`src/rtl/attn_sequencer_if.sv`:
```
// Request/score handshake bundle between the attention sequencer and the Q/KV memories
// and the dot-product score stage.
interface attn_sequencer_if #(
    parameter int SEQ_LEN = 64
) ();
    logic                       q_req_vld;
    logic [$clog2(SEQ_LEN)-1:0] q_req_addr;
    logic                       q_req_rdy;
    logic                       kv_req_vld;
    logic [$clog2(SEQ_LEN)-1:0] kv_req_addr;
    logic                       kv_req_rdy;
    logic                       score_vld;
    logic                       score_rdy;

    modport master (
        output q_req_vld, q_req_addr, kv_req_vld, kv_req_addr,
        input  q_req_rdy, kv_req_rdy, score_vld, score_rdy
    );

    modport slave (
        input  q_req_vld, q_req_addr, kv_req_vld, kv_req_addr,
        output q_req_rdy, kv_req_rdy, score_vld, score_rdy
    );
endinterface

```
`src/rtl/attn_sequencer.sv`:
```
// Attention pass sequencer: per query row issues one Q read, then SEQ_LEN credit-limited K/V reads.
// Optional KV stall counter enabled by defining ATTN_SEQ_PERF_EN.
module attn_sequencer #(
    parameter int SEQ_LEN = 64,
    parameter int CREDITS = 4
) (
    input  logic                       clk,
    input  logic                       rst,
    input  logic                       i_start,
    input  logic [$clog2(SEQ_LEN):0]   i_num_rows,
    attn_sequencer_if.master           bus,
    output logic                       o_busy,
    output logic                       o_done,
    output logic                       o_err,
    output logic [$clog2(SEQ_LEN)-1:0] o_row_idx,
    output logic [31:0]                o_stall_cycles
);
    localparam int AW = $clog2(SEQ_LEN);

    typedef enum logic [2:0] {IDLE, ISSUE_Q, ISSUE_KV, DRAIN, DONE} state_t;

    state_t        r_state;
    logic          r_q_vld;
    logic          r_kv_vld;
    logic [AW-1:0] r_row;
    logic [AW-1:0] r_key;
    logic [AW:0]   r_num_rows;
    logic [3:0]    r_out;
    logic          r_busy;
    logic          r_done;
    logic          r_err;

    logic          w_q_hs;
    logic          w_kv_hs;
    logic          w_score_hs;
    logic          w_err_set;
    logic [3:0]    w_out_nxt;
    logic          w_kv_room;
    logic [AW:0]   w_row_inc;

    assign w_q_hs     = r_q_vld && bus.q_req_rdy;
    assign w_kv_hs    = r_kv_vld && bus.kv_req_rdy;
    assign w_score_hs = bus.score_vld && bus.score_rdy;
    assign w_err_set  = w_score_hs && (r_out == '0);
    assign w_row_inc  = {1'b0, r_row} + (AW+1)'(1);

    // kv valid is registered, so it is computed from next-cycle outstanding count
    always_comb begin
        w_out_nxt = r_out;
        if (w_kv_hs && !w_score_hs)
            w_out_nxt = r_out + 4'd1;
        else if (!w_kv_hs && w_score_hs && r_out != '0)
            w_out_nxt = r_out - 4'd1;
    end

    assign w_kv_room = (w_out_nxt < 4'(CREDITS));

    always_ff @(posedge clk) begin
        if (rst) begin
            r_state    <= IDLE;
            r_q_vld    <= 1'b0;
            r_kv_vld   <= 1'b0;
            r_row      <= '0;
            r_key      <= '0;
            r_num_rows <= '0;
            r_out      <= '0;
            r_busy     <= 1'b0;
            r_done     <= 1'b0;
            r_err      <= 1'b0;
        end else begin
            r_out  <= w_out_nxt;
            r_done <= 1'b0;
            case (r_state)
                IDLE: begin
                    if (i_start) begin
                        r_err      <= 1'b0;
                        r_num_rows <= i_num_rows;
                        r_row      <= '0;
                        r_busy     <= 1'b1;
                        if (i_num_rows != '0) begin
                            r_state <= ISSUE_Q;
                            r_q_vld <= 1'b1;
                        end else begin
                            r_state <= DONE;
                            r_done  <= 1'b1;
                        end
                    end
                end
                ISSUE_Q: begin
                    if (w_q_hs) begin
                        r_q_vld  <= 1'b0;
                        r_key    <= '0;
                        r_state  <= ISSUE_KV;
                        r_kv_vld <= w_kv_room;
                    end
                end
                ISSUE_KV: begin
                    if (w_kv_hs && r_key == '1) begin
                        r_state  <= DRAIN;
                        r_kv_vld <= 1'b0;
                    end else begin
                        if (w_kv_hs)
                            r_key <= r_key + AW'(1);
                        r_kv_vld <= w_kv_room;
                    end
                end
                DRAIN: begin
                    if (r_out == '0) begin
                        if (w_row_inc < r_num_rows) begin
                            r_row   <= w_row_inc[AW-1:0];
                            r_state <= ISSUE_Q;
                            r_q_vld <= 1'b1;
                        end else begin
                            r_state <= DONE;
                            r_done  <= 1'b1;
                        end
                    end
                end
                DONE: begin
                    r_state <= IDLE;
                    r_busy  <= 1'b0;
                end
                default: r_state <= IDLE;
            endcase
            // a stray score sets err even in the cycle a start clears it
            if (w_err_set)
                r_err <= 1'b1;
        end
    end

`ifdef ATTN_SEQ_PERF_EN
    logic [31:0] r_stall;

    always_ff @(posedge clk) begin
        if (rst)
            r_stall <= '0;
        else if (r_state == IDLE && i_start)
            r_stall <= '0;
        else if (r_state == ISSUE_KV && !w_kv_hs && r_stall != '1)
            r_stall <= r_stall + 32'd1;
    end

    assign o_stall_cycles = r_stall;
`else
    assign o_stall_cycles = '0;
`endif

    assign bus.q_req_vld   = r_q_vld;
    assign bus.q_req_addr  = r_row;
    assign bus.kv_req_vld  = r_kv_vld;
    assign bus.kv_req_addr = r_key;
    assign o_busy          = r_busy;
    assign o_done          = r_done;
    assign o_err           = r_err;
    assign o_row_idx       = r_row;
endmodule

```
`src/flat_wrapper.sv`:
```
// flat-port wrapper written by rule: the top's interface ports become plain ports
module attn_sequencer_flat 
#(
    parameter int SEQ_LEN = 64,
    parameter int CREDITS = 4
)
  (clk, rst, i_start, i_num_rows, o_busy, o_done, o_err, o_row_idx, o_stall_cycles, bus_q_req_vld, bus_q_req_addr, bus_kv_req_vld, bus_kv_req_addr, bus_q_req_rdy, bus_kv_req_rdy, bus_score_vld, bus_score_rdy);
  attn_sequencer_if #(.SEQ_LEN(SEQ_LEN)) bus_i ();
  input  logic clk;
  input  logic rst;
  input  logic i_start;
  input  logic [$clog2(SEQ_LEN):0] i_num_rows;
  output logic o_busy;
  output logic o_done;
  output logic o_err;
  output logic [$clog2(SEQ_LEN)-1:0] o_row_idx;
  output logic [31:0] o_stall_cycles;
  output wire logic [$bits(bus_i.q_req_vld)-1:0] bus_q_req_vld;
  output wire logic [$bits(bus_i.q_req_addr)-1:0] bus_q_req_addr;
  output wire logic [$bits(bus_i.kv_req_vld)-1:0] bus_kv_req_vld;
  output wire logic [$bits(bus_i.kv_req_addr)-1:0] bus_kv_req_addr;
  input wire logic [$bits(bus_i.q_req_rdy)-1:0] bus_q_req_rdy;
  input wire logic [$bits(bus_i.kv_req_rdy)-1:0] bus_kv_req_rdy;
  input wire logic [$bits(bus_i.score_vld)-1:0] bus_score_vld;
  input wire logic [$bits(bus_i.score_rdy)-1:0] bus_score_rdy;
  assign bus_q_req_vld = bus_i.q_req_vld;
  assign bus_q_req_addr = bus_i.q_req_addr;
  assign bus_kv_req_vld = bus_i.kv_req_vld;
  assign bus_kv_req_addr = bus_i.kv_req_addr;
  assign bus_i.q_req_rdy = bus_q_req_rdy;
  assign bus_i.kv_req_rdy = bus_kv_req_rdy;
  assign bus_i.score_vld = bus_score_vld;
  assign bus_i.score_rdy = bus_score_rdy;
  attn_sequencer #(.SEQ_LEN(SEQ_LEN), .CREDITS(CREDITS)) u_core (.clk(clk), .rst(rst), .i_start(i_start), .i_num_rows(i_num_rows), .bus(bus_i), .o_busy(o_busy), .o_done(o_done), .o_err(o_err), .o_row_idx(o_row_idx), .o_stall_cycles(o_stall_cycles));
endmodule
```
`config.mk`:
```
export PLATFORM = sky130hd
export DESIGN_NAME = attn_sequencer_flat
export DESIGN_NICKNAME = d
export VERILOG_FILES = /design/src/rtl/attn_sequencer_if.sv /design/src/rtl/attn_sequencer.sv /design/src/flat_wrapper.sv
export SDC_FILE = /design/constraint.sdc
export NUM_CORES = 1
export LEC_CHECK = 0
export ABC_CLOCK_PERIOD_IN_PS = 4000
export BUFFER_PORTS_ARGS = -buffer_cell sky130_fd_sc_hd__buf_2
export CORE_MARGIN = 1
export CORE_UTILIZATION = 45
export CTS_CLUSTER_DIAMETER = 40
export DETAILED_ROUTE_END_ITERATION = 8
export PLACE_DENSITY_LB_ADDON = 0.1
export SYNTH_ARGS = -nofsm -noshare
export SYNTH_HDL_FRONTEND = slang
export SYNTH_SLANG_ARGS = --single-unit
```
`constraint.sdc`:
```
create_clock -name clk -period 4 [get_ports clk]
set_clock_uncertainty 0.1 [all_clocks]
set_input_delay 0.2 -clock clk [delete_from_list [all_inputs] [get_ports clk]]
set_output_delay 0.2 -clock clk [all_outputs]
set_load 0.1 [all_outputs]
```
== Word-level counts from Yosys, hierarchy flattened ==
Cells that the tools add are included.

* Register bits: 31
* Input bits: 14
* Output and inout port bits: 55
* Logic and storage cells: 93

* Add/subtract/negate cells: 4
* Order comparisons: 2
* Equality and inequality tests: 13
* Multiplexer cells: 36
* Reduce and logical (&&, ||, !) cells: 28

{| class="wikitable"
|+ Operators with widths
! cell !! count
|-
| 2-to-1 mux 6 bit || 6
|-
| case mux 6 bit (2 select lines) || 2
|-
| 2-to-1 mux 3 bit || 6
|-
| 2-to-1 mux 1 bit || 15
|-
| != test 2 x 1 -> 1 bit (second input constant) || 6
|-
| case mux 3 bit (4 select lines) || 1
|-
| AND reduction 4 bit || 3
|-
| nonzero test 2 bit || 5
|-
| logical AND 1 bit || 8
|-
| 2-to-1 mux 4 bit || 2
|-
| AND reduction 2 bit || 4
|-
| adder 6 x 1 -> 7 bit (second input constant) || 1
|-
| less-than comparator 7 bit || 1
|-
| nonzero test 7 bit || 1
|-
| adder 6 x 1 -> 6 bit (second input constant) || 1
|-
| == test 3 x 2 -> 1 bit (second input constant) || 2
|-
| == test 6 bit (second input constant) || 1
|-
| case mux 1 bit (2 select lines) || 3
|-
| AND reduction 6 bit || 1
|-
| adder 4 x 1 -> 4 bit (second input constant) || 1
|-
| logical NOT 4 bit || 1
|-
| less-than comparator 4 x 3 -> 1 bit (second input constant) || 1
|-
| != test 2 bit (second input constant) || 2
|-
| nonzero test 4 bit || 1
|-
| 7 further kinds || 8
|}

== Logic depth before layout (Yosys ltp) ==
Gate-level depths: netlist of the first run.

* Word-level depth: 9
* Mapped depth: 10
* Depth with buffers taken out: 10

== Worst setup path before layout of the first run ==
Ideal clock, no wire load.

* Path type: reg2reg
* From: reg u_core.r_row[0], in the netlist u_core.bus.q_req_addr[0]
* To: reg u_core.r_done, in the netlist u_core.o_done
* Setup time: 112 ps
* Arrival: 3235 ps
* Data required time: 3788 ps
* Setup slack: 553 ps
* Stages on the path, launching flop included: 11
* Clock period less this slack: 3447 ps
* Path through: dfxtp_1 ha_1 nand3_1 and2_1 or2_2 ha_1 and4_1 o221ai_1 and3b_1 a2bb2oi_2 a2111oi_1

* Word-level cells in the longest chain between the ends: 5

{| class="wikitable"
|+ Ends and longest elaborated chain
! item !! RTL line !! source
|-
| start, declared || attn_sequencer.sv:25 || <nowiki>logic [AW-1:0] r_row;</nowiki>
|-
| start signal, assigned || attn_sequencer.sv:110 || <nowiki>r_row <= w_row_inc[AW-1:0];</nowiki>
|-
| adder 6 x 1 -> 7 bit || attn_sequencer.sv:45 || <nowiki>assign w_row_inc = {1'b0, r_row} + (AW+1)'(1);</nowiki>
|-
| less-than comparator 7 bit || attn_sequencer.sv:109 || <nowiki>if (w_row_inc < r_num_rows) begin</nowiki>
|-
| 2-to-1 mux 1 bit || attn_sequencer.sv:109 ||
|-
| 2-to-1 mux 1 bit || attn_sequencer.sv:108 || <nowiki>if (r_out == '0) begin</nowiki>
|-
| case mux 1 bit (2 select lines) || attn_sequencer.sv:73 || <nowiki>case (r_state)</nowiki>
|-
| end signal, assigned || attn_sequencer.sv:72 || <nowiki>r_done <= 1'b0;</nowiki>
|-
| end signal, assigned || attn_sequencer.sv:85 || <nowiki>r_done <= 1'b1;</nowiki>
|-
| end signal, assigned || attn_sequencer.sv:115 || <nowiki>r_done <= 1'b1;</nowiki>
|-
| end, declared || attn_sequencer.sv:30 || <nowiki>logic r_done;</nowiki>
|}

No other way between the ends.
A chain may end at the register's enable or synchronous reset.

== Final worst setup path of the first run ==
Ends and elaborated chain as after synthesis.

==> results.toml, run 1 <==
[synthesis]
syn_inst = 255
ys.warnings.count = 0
synthesis.area_sq_mm = 0.002088
synth_seq_cells = 31
async_reset_ff_share_pct = 0
syn_avg_cell_area_sq_um = 8.189
ys_seq_area_share_pct = 29.72
ys_types = 51
ys.flop_type = "dfxtp_1"
synth_edf_count = 0

[place]
gp_congestion = 0.7696
hpwl_um = 2978
port_buffers = 36

[clock_tree]
cts_hold_repair.buffers = 0
clock-root-buffer = "clkbuf_8"
post_cts_buffers = 0
h-tree-depth = 2
cts_sinks = 31
clk_latency_ns = 0.28
cts_buffers = 5
clockBufferDepth = 2
cts_resized = 0
path_clk_slew_ns = 0.06
cts_tree = "built"

[critical_path]
startpoint_type = "flip-flop"
max_stage_delay_ns = 0.43
crit_arrival_ns = 2.93
cp_common_cell = "ha_1"
crit_path_cell_trace = "ha_1 -> nand3_1 -> and2_1 -> or2_2 -> ha_1 -> and4_1 -> o221ai_1 -> and3b_1 -> a2bb2oi_2 -> a2111oi_1"
cp_slowest_cell = "dfxtp_1"
crit_path_end_kind = "flip-flop"
crit_start = "u_core.bus.q_req_addr[0]"
crit_required_ns = 4.06
path_class = "flip-flop to flip-flop"
worstPathMaxFanout = 7
rr_startpoint = "u_core.bus.q_req_addr[0]"

[die]
fp.coreArea_sq_mm = 0.004414
die_area_sq_mm = 0.004917
start_util_pct = 47.31
chipHeight_um = 70.12
rows = 24
io_pins = 69
fp.dieW_um = 70.12

[timing]
period_share_pct = 71.64
finalSetupViolCount = 0
finalHoldViolations = 0
fin_crit_ns = 2.865
slew_headroom_pct = 56.47
slew_viol_final = 0
max_freq_mhz = 349.0
fin_setup_tns_ns = 0
rsz0062_at_grt = "no"
holdWs_ns = 0.06425
worstMarginPinSlew_ns = 0.6516

[route]
drt.antenna.violating_nets = 0
viasPerCell = 5.071
drt_iter0_markers = 91
drt-total-wl_um = 3910
drcViolationCount = 0
vias = 1709
wl_per_cell_um = 11.60
dr.pass1.iters = 4

[min_path]
hold_class = "input pin to flip-flop"
min_from = "i_num_rows[5]"

[power_and_ir_drop]
ir_worst_vdd_mv = 0.2241
p_leak_nw = 0.9902
powerDensity_mw_per_mm2 = 414.5

[global_route]
grt_pass1_wl_um = 6430
grt_pass1_vias = 1389
antenna_found_initial = 0
grt_usage_pct = 16.42
grt_max_degree = 29
grt-ovfl-total = 0

[layout]
final_common_cell = "buf_2"
mostFrequentLayoutCells = "buf_2 (36), conb_1 (32), dfxtp_1 (31), nand2_1 (29), nor2_1 (20)"
syn_to_final_growth_pct = 5.991
utilization_pct = 50.14
n_antenna_cell = 0
drive_above_1_share_pct = 20.35
nets = 308

[outcome]
status = "complete, no violations"

[run]
drv_cap = 0
-- path summary, 6_finish.rpt --
path	slack [ns]	depth (start not counted)	end
worst max-delay path	1.13	10	u_core.o_done
worst min-delay path	0.06	3	u_core.r_num_rows[5]
worst max register to register	1.13	10	u_core.o_done
worst min register to register	0.36	2	u_core.r_num_rows[5]
-- cell type report --
class | instances | area (sq um)
fillers | 490 | 2201
multi-input cells | 198 | 1219
flip-flops and latches | 31 | 620.6
repair buffers | 36 | 180.2
clock buffers | 5 | 68.82
well taps | 52 | 65.06
inverters | 12 | 45.04
clock inverters | 3 | 15.01
-- power by group --
| part | switching [W] | leakage, nW | internal, W |
|---|---|---|---|
| combinational | 0.000259 | 0.690 | 0.0000740 |
| clock | 0.000116 | 0.0477 | 0.000119 |
| sequential | 0.0000209 | 0.252 | 0.000329 |
-- cell families (layout without fill, tap and decap cells) --
logic type	after synthesis	after routing	synth area share, %
buffers and inverters	57	56	17.49
other	1	32	0.1796
AO/OA/AOI/OAI	47	47	16.36
multiplexers	2	2	0.9587
XOR/XNOR	6	6	2.516
flip-flops	31	31	29.72
AND/OR/NAND/NOR	101	101	26.78
adder cells (fa/ha/maj)	10	10	5.992
-- registers in the layout (all words and copies together), names as in the netlist, 3 cells and up --
| name | flops |
|---|---|
| u_core.r_state | 3 |
| u_core.bus.q_req_addr | 6 |
| u_core.r_num_rows | 7 |
| u_core.bus.kv_req_addr | 6 |
| u_core.r_out | 4 |
-- critical path, delay by kind of cell (launching register included) --
family	cells	cell delay, ns
AOI/OAI and AO/OA	3	0.69
adders and majority gates	2	0.50
DFF	1	0.43
and+or+nand+nor	5	1.03
-- cells in the mapped netlist (all sizes together), types with 2 or more instances --
| master | number | share of area (%) |
|---|---|---|
| and3 | 6 | 1.8 |
| o21ai | 4 | 0.96 |
| nor3 | 8 | 2.5 |
| xor2 | 5 | 2.1 |
| and4 | 2 | 0.84 |
| a311oi | 2 | 1.7 |
| mux2i | 2 | 0.96 |
| or3b | 2 | 1.1 |
| nor4 | 2 | 2.0 |
| buf | 41 | 15 |
| nand4 | 3 | 0.90 |
| inv | 12 | 2.2 |
| a211oi | 4 | 1.4 |
| dfxtp | 31 | 30 |
| a21boi | 2 | 0.72 |
| ha | 10 | 6.0 |
| o211ai | 3 | 1.1 |
| clkbuf | 4 | 0.72 |
| a211o | 2 | 0.84 |
| nand3b | 3 | 1.1 |
| a2111oi | 3 | 1.6 |
| nor2 | 20 | 3.6 |
| nand2b | 3 | 0.90 |
| a21oi | 18 | 4.3 |
| nand3 | 10 | 2.4 |
| nor3b | 2 | 0.72 |
| nand2 | 29 | 5.2 |
| and2 | 4 | 1.2 |
| or2 | 4 | 1.2 |
-- through the flow --
step / cells / total power (W) / area (sq um) / worst slack, ns
6_report: 337 / 0.0009176 / 2213 / 1.135
3_5_place_dp: 329 / 0.0006914 / 2130 / 1.155
4_1_cts: 337 / 0.0009273 / 2213 / 1.131
3_3_place_gp: 329 / 0.0006932 / 2130 / 1.229
5_1_grt: 337 / 0.0009665 / 2213 / 0.8428
2_1_floorplan: 286 / 0.0006703 / 2205 / 0.5528
-- routing by layer --
layer / GRT usage [%] / part of all wire, %
met1: 24.13 / 52
met2: 23.40 / 41
met3: 3.463 / 5.9
met4: 6.000 / 1.1
met5: 0 / 0
Power figures use the tool's default switching activity.
==> run 2: changes to the inputs <==
--- a/config.mk
+++ b/config.mk
@@ -5,7 +5,8 @@
 export SDC_FILE = /design/constraint.sdc
 export NUM_CORES = 1
 export LEC_CHECK = 0
-export ABC_CLOCK_PERIOD_IN_PS = 4000
+export ABC_AREA = 1
+export ABC_CLOCK_PERIOD_IN_PS = 2500
 export BUFFER_PORTS_ARGS = -buffer_cell sky130_fd_sc_hd__buf_2
 export CORE_MARGIN = 1
 export CORE_UTILIZATION = 45
==> constraint.sdc (replaced) <==
create_clock -name clk -period 2.5 [get_ports clk]
set_clock_uncertainty 0.1 [all_clocks]
set_input_delay 0.125 -clock clk [delete_from_list [all_inputs] [get_ports clk]]
set_output_delay 0.125 -clock clk [all_outputs]
set_load 0.1 [all_outputs]
==> run 2 against run 1 <==
  * Critical path depth increased by 4
  * Register-to-register slack got worse by 0.89 ns
  * Via count increased by 11%
  * Utilization increased by 1.1 points
  * Critical path type unchanged
  * Critical endpoint is now u_core.bus.q_req_addr[4]
==> results.toml, run 2 <==
[outcome]
status = "complete, no violations"

[layout]
n_antenna_cell = 0
syn_to_final_growth_pct = 6.337
nets = 386
final_common_cell = "nand2_1"
regMostFlops = "u_core.r_num_rows"
drive_above_1_share_pct = 16.30
largest_reg_flops = 7
utilization_pct = 51.28
mostFrequentLayoutCells = "nand2_1 (81), inv_1 (48), buf_2 (36), conb_1 (32), nor2_1 (31)"

[synthesis]
ys_seq_area_share_pct = 28.57
synthTopCellsByCount = "nand2_1 (81), inv_1 (48), buf_4 (39)"
synthTopCellsByArea = "dfxtp_1 (29%), nand2_1 (14%), buf_4 (13%)"
syn_inst = 330
ys.flop_type = "dfxtp_1"
synthesis.area_sq_mm = 0.002172
yosysMostFrequentCell = "nand2_1"
synth_edf_count = 0
syn_avg_cell_area_sq_um = 6.582
ys_types = 27
async_reset_ff_share_pct = 0
ys.warnings.count = 0
yosys.area.top_type = "dfxtp_1"
synth_seq_cells = 31
yosysTopAreaCellShare_pct = 28.57

[die]
chipHeight_um = 71.48
fp.coreArea_sq_mm = 0.004504
io_pins = 69
start_util_pct = 48.22
rows = 24
die_area_sq_mm = 0.005109
fp.dieW_um = 71.48

[global_route]
grt_usage_pct = 18.32
grt-ovfl-total = 0
grt_max_degree = 18
antenna_found_initial = 0
grt_pass1_vias = 1732
grt_pass1_wl_um = 7327

[clock_tree]
clk_latency_ns = 0.28
cts_buffers = 5
clockBufferDepth = 2
h-tree-depth = 2
clock-root-buffer = "clkbuf_8"
cts_hold_repair.buffers = 0
path_clk_slew_ns = 0.06
post_cts_buffers = 0
cts_sinks = 31
cts_tree = "built"
cts_resized = 0

[route]
drt_iter0_markers = 75
drt-total-wl_um = 4156
wl_per_cell_um = 10.04
viasPerCell = 4.597
drt.antenna.violating_nets = 0
vias = 1903
drcViolationCount = 0
dr.pass1.iters = 4

[place]
port_buffers = 36
hpwl_um = 3266
gp_congestion = 0.7832
dp_slack_ns = 0.2249

[timing]
slew_headroom_pct = 66.71
fin_ws_ns = 0.2490
period_share_pct = 90.04
slew_viol_final = 0
finalHoldViolations = 0
worstMarginPinSlew_ns = 0.4988
max_freq_mhz = 444.2
fin_crit_ns = 2.251
rsz0062_at_grt = "no"
finalSetupViolCount = 0
fin_setup_tns_ns = 0

[critical_path]
worstPathMaxFanout = 9
crit_path_end_kind = "flip-flop"
crit_arrival_ns = 2.36
startpoint_type = "flip-flop"
path_class = "flip-flop to flip-flop"
crit_required_ns = 2.61

[run]
drv_cap = 0

[min_path]
hold_class = "input pin to flip-flop"
[run 2: cells by family after synthesis]
family | after synthesis | synth area share (%)
xor+xnor | 2 | 0.8066
flops | 31 | 28.57
simple gates | 161 | 33.70
buf+inv | 92 | 23.16
compound gates | 33 | 7.834
other cells | 1 | 0.1726
fa+ha+maj | 10 | 5.760
[run 2: cell type report]
cell class	count	area [sq um]
multi-input cells	238	1165
well taps	52	65.06
fillers	493	2195
repair buffers	36	180.2
flip-flops and latches	31	630.6
inverters	50	192.7
clock buffers	7	76.32
[run 2: metal layers]
layer	up-vias	share of wire [%]	track usage [%]	wire length [um]
li1	1030	-	-	-
met1	823	45	21.00	1882
met2	41	49	32.38	2028
met3	9	3.6	4.360	151
met4	0	2.3	8.279	94
met5	-	0	0	0
[run 2: critical path, stage by stage (launching register included)]
cell and delay, ns:
dfxtp_2 0.42, ha_1 0.24, nand4_1 0.13, nand2_1 0.07
inv_1 0.05, ha_1 0.31, nand2_1 0.08, nand2_1 0.05
a21oi_1 0.16, nand2_1 0.14, nand2_4 0.13, nand3_4 0.10
nand2_1 0.08, inv_1 0.03, nor2_1 0.09
[run 2: worst paths after layout]
kind | startpoint | end | slack, ns | cells past startpoint
hold / removal | i_num_rows[0] | u_core.r_num_rows[0] | 0.03 | 3
setup / recovery | u_core.bus.q_req_addr[0] | u_core.bus.q_req_addr[4] | 0.25 | 14
hold reg to reg | u_core.o_busy | u_core.o_busy | 0.36 | 2
setup reg to reg | u_core.bus.q_req_addr[0] | u_core.bus.q_req_addr[4] | 0.25 | 14
[run 2: through the flow]
stage	hold WS (ns)	cell area [sq um]	std cells
global placement	0.3177	2233	407
global route	0.03540	2310	414
finish	0.02776	2310	414
CTS	0.02371	2310	414
detailed placement	0.3242	2233	407
floorplan	0.1894	2298	361
Power of run 2 is left out: the tool's default activity adds up to more than one toggle a clock period on the data nets, which glitch-free logic cannot reach.
==> run 3: changes to the inputs <==
--- a/config.mk
+++ b/config.mk
@@ -12,7 +12,7 @@
 export CORE_UTILIZATION = 45
 export CTS_CLUSTER_DIAMETER = 40
 export DETAILED_ROUTE_END_ITERATION = 8
-export PLACE_DENSITY_LB_ADDON = 0.1
+export PLACE_DENSITY = 0.81
 export SYNTH_ARGS = -nofsm -noshare
 export SYNTH_HDL_FRONTEND = slang
 export SYNTH_SLANG_ARGS = --single-unit
==> run 3 against run 2 <==
  * Via count is 2.2% higher
  * Utilization is 0.39 points higher
  * Cell count is 0.24% higher
  * Sequential cell count stayed put
==> results.toml, run 3 (synthesized netlist as in run 2, its figures left out) <==
[die]
fp.dieW_um = 71.48
die_area_sq_mm = 0.005109
chipHeight_um = 71.48
start_util_pct = 48.22
rows = 24
fp.coreArea_sq_mm = 0.004504
io_pins = 69

[layout]
nets = 386
final_common_cell = "nand2_1"
fill_cells = 486
final_cells = 415
regMostFlops = "u_core.r_num_rows"
syn_to_final_growth_pct = 7.143
mostFrequentLayoutCells = "nand2_1 (81), inv_1 (48), buf_2 (36), conb_1 (32), nor2_1 (31)"
final_area_sq_mm = 0.002327
drive_above_1_share_pct = 17.08
largest_reg_flops = 7
n_antenna_cell = 0

[critical_path]
path_class = "flip-flop to flip-flop"
startpoint_type = "flip-flop"
crit_arrival_ns = 2.35
crit_start = "u_core.bus.q_req_addr[0]"
rr_worst_depth = 14
crit_path_end_kind = "flip-flop"
crit_required_ns = 2.61
rr_startpoint = "u_core.bus.q_req_addr[0]"
worstPathMaxFanout = 9

[global_route]
antenna_found_initial = 0
grt_max_degree = 18
grt-ovfl-total = 0
grt_usage_pct = 17.81
grt_pass1_wl_um = 7210
grt_pass1_vias = 1754

[route]
dr.pass1.iters = 4
drt-total-wl_um = 4286
vias = 1945
met1_length_um = 1843
wl_per_cell_um = 10.33
viasPerCell = 4.687
dr_wl_met2_um = 2161
drt.antenna.violating_nets = 0
top_layer = "met4"
wl_met3_um = 244
drcViolationCount = 0
drt_iter0_markers = 93

[place]
port_buffers = 36
dp.cells = 407
gp_congestion = 0.8781
hpwl_um = 3277
place_area_sq_mm = 0.002233

[clock_tree]
path_clk_slew_ns = 0.07
cts_sinks = 31
cts_hold_repair.buffers = 0
clk_latency_ns = 0.29
clockBufferDepth = 2
h-tree-depth = 2
cts_buffers = 5
cts_tree = "built"
clock-root-buffer = "clkbuf_8"

[outcome]
status = "complete, no violations"

[timing]
fin_crit_ns = 2.242
worstMarginPinSlew_ns = 0.5096
slew_viol_final = 0
finalHoldViolations = 0
rsz0062_at_grt = "no"
finalSetupViolCount = 0
slew_headroom_pct = 65.99
period_share_pct = 89.67
max_freq_mhz = 446.1
fin_setup_tns_ns = 0

[min_path]
hold_class = "input pin to flip-flop"
min_from = "i_num_rows[0]"
holdPathStages = 3

[run]
drv_cap = 0
[run 3: cell types whose count changed in the layout (fill, tap and decap cells not counted)]
| cell | delta |
|---|---|
| xor2_2 | +1 |
| ha_1 | -1 |
| ha_2 | +1 |
| dfxtp_4 | +1 |
| xor2_1 | -1 |
| clkinv_2 | +1 |
| dfxtp_2 | -1 |
[run 3: repair_timing]
action | in CTS | in global routing
buffers inserted | 0 | 0
endpoints found under the setup margin | 0 | 2
resized for setup | 0 | 3
[run 3: metal layers]
metal	track usage (%)	vias to the layer above
li1	-	1030
met1	19.84	849
met2	33.12	61
met3	5.063	5
met4	4.793	0
met5	0	-
[run 3: final timing paths]
| kind | endpoint | slack [ns] |
|---|---|---|
| worst max-delay path | u_core.bus.q_req_addr[0] | 0.26 |
| worst min-delay path | u_core.r_num_rows[0] | 0.02 |
| worst max register to register | u_core.bus.q_req_addr[0] | 0.26 |
| worst min register to register | u_core.o_busy | 0.36 |
[run 3: through the flow]
stage | hold WS [ns] | util, % | setup WS (ns)
floorplan | 0.1894 | - | 0.06610
detailed placement | 0.3258 | 49.58 | 0.2405
finish | 0.01925 | 51.67 | 0.2584
global route | 0.02254 | 51.67 | 0.02386
CTS | 0.01634 | 51.39 | 0.2203
global placement | 0.3152 | 49.58 | 0.3469
[run 3: area by class of cell]
cell class	instances	area [sq um]	share of cell area [%]
multi-input combinational	238	1175	50.48
sequential	31	633.1	27.20
inverter	50	192.7	8.280
timing repair buffer	36	180.2	7.742
clock buffer	7	76.32	3.280
tap	52	65.06	2.796
clock inverter	1	5.005	0.2151
[run 3: critical path: stages, from the launching register on]
cell	delay, ns
dfxtp_4	0.40
ha_2	0.23
nand4_1	0.14
nand2_1	0.09
inv_1	0.06
ha_1	0.30
nand2_1	0.08
nand2_1	0.05
a21oi_1	0.15
nand2_1	0.13
nand2_4	0.13
nand3_4	0.10
nand2_1	0.08
inv_1	0.04
nor2_1	0.10
Power of run 3 is left out for the same reason.
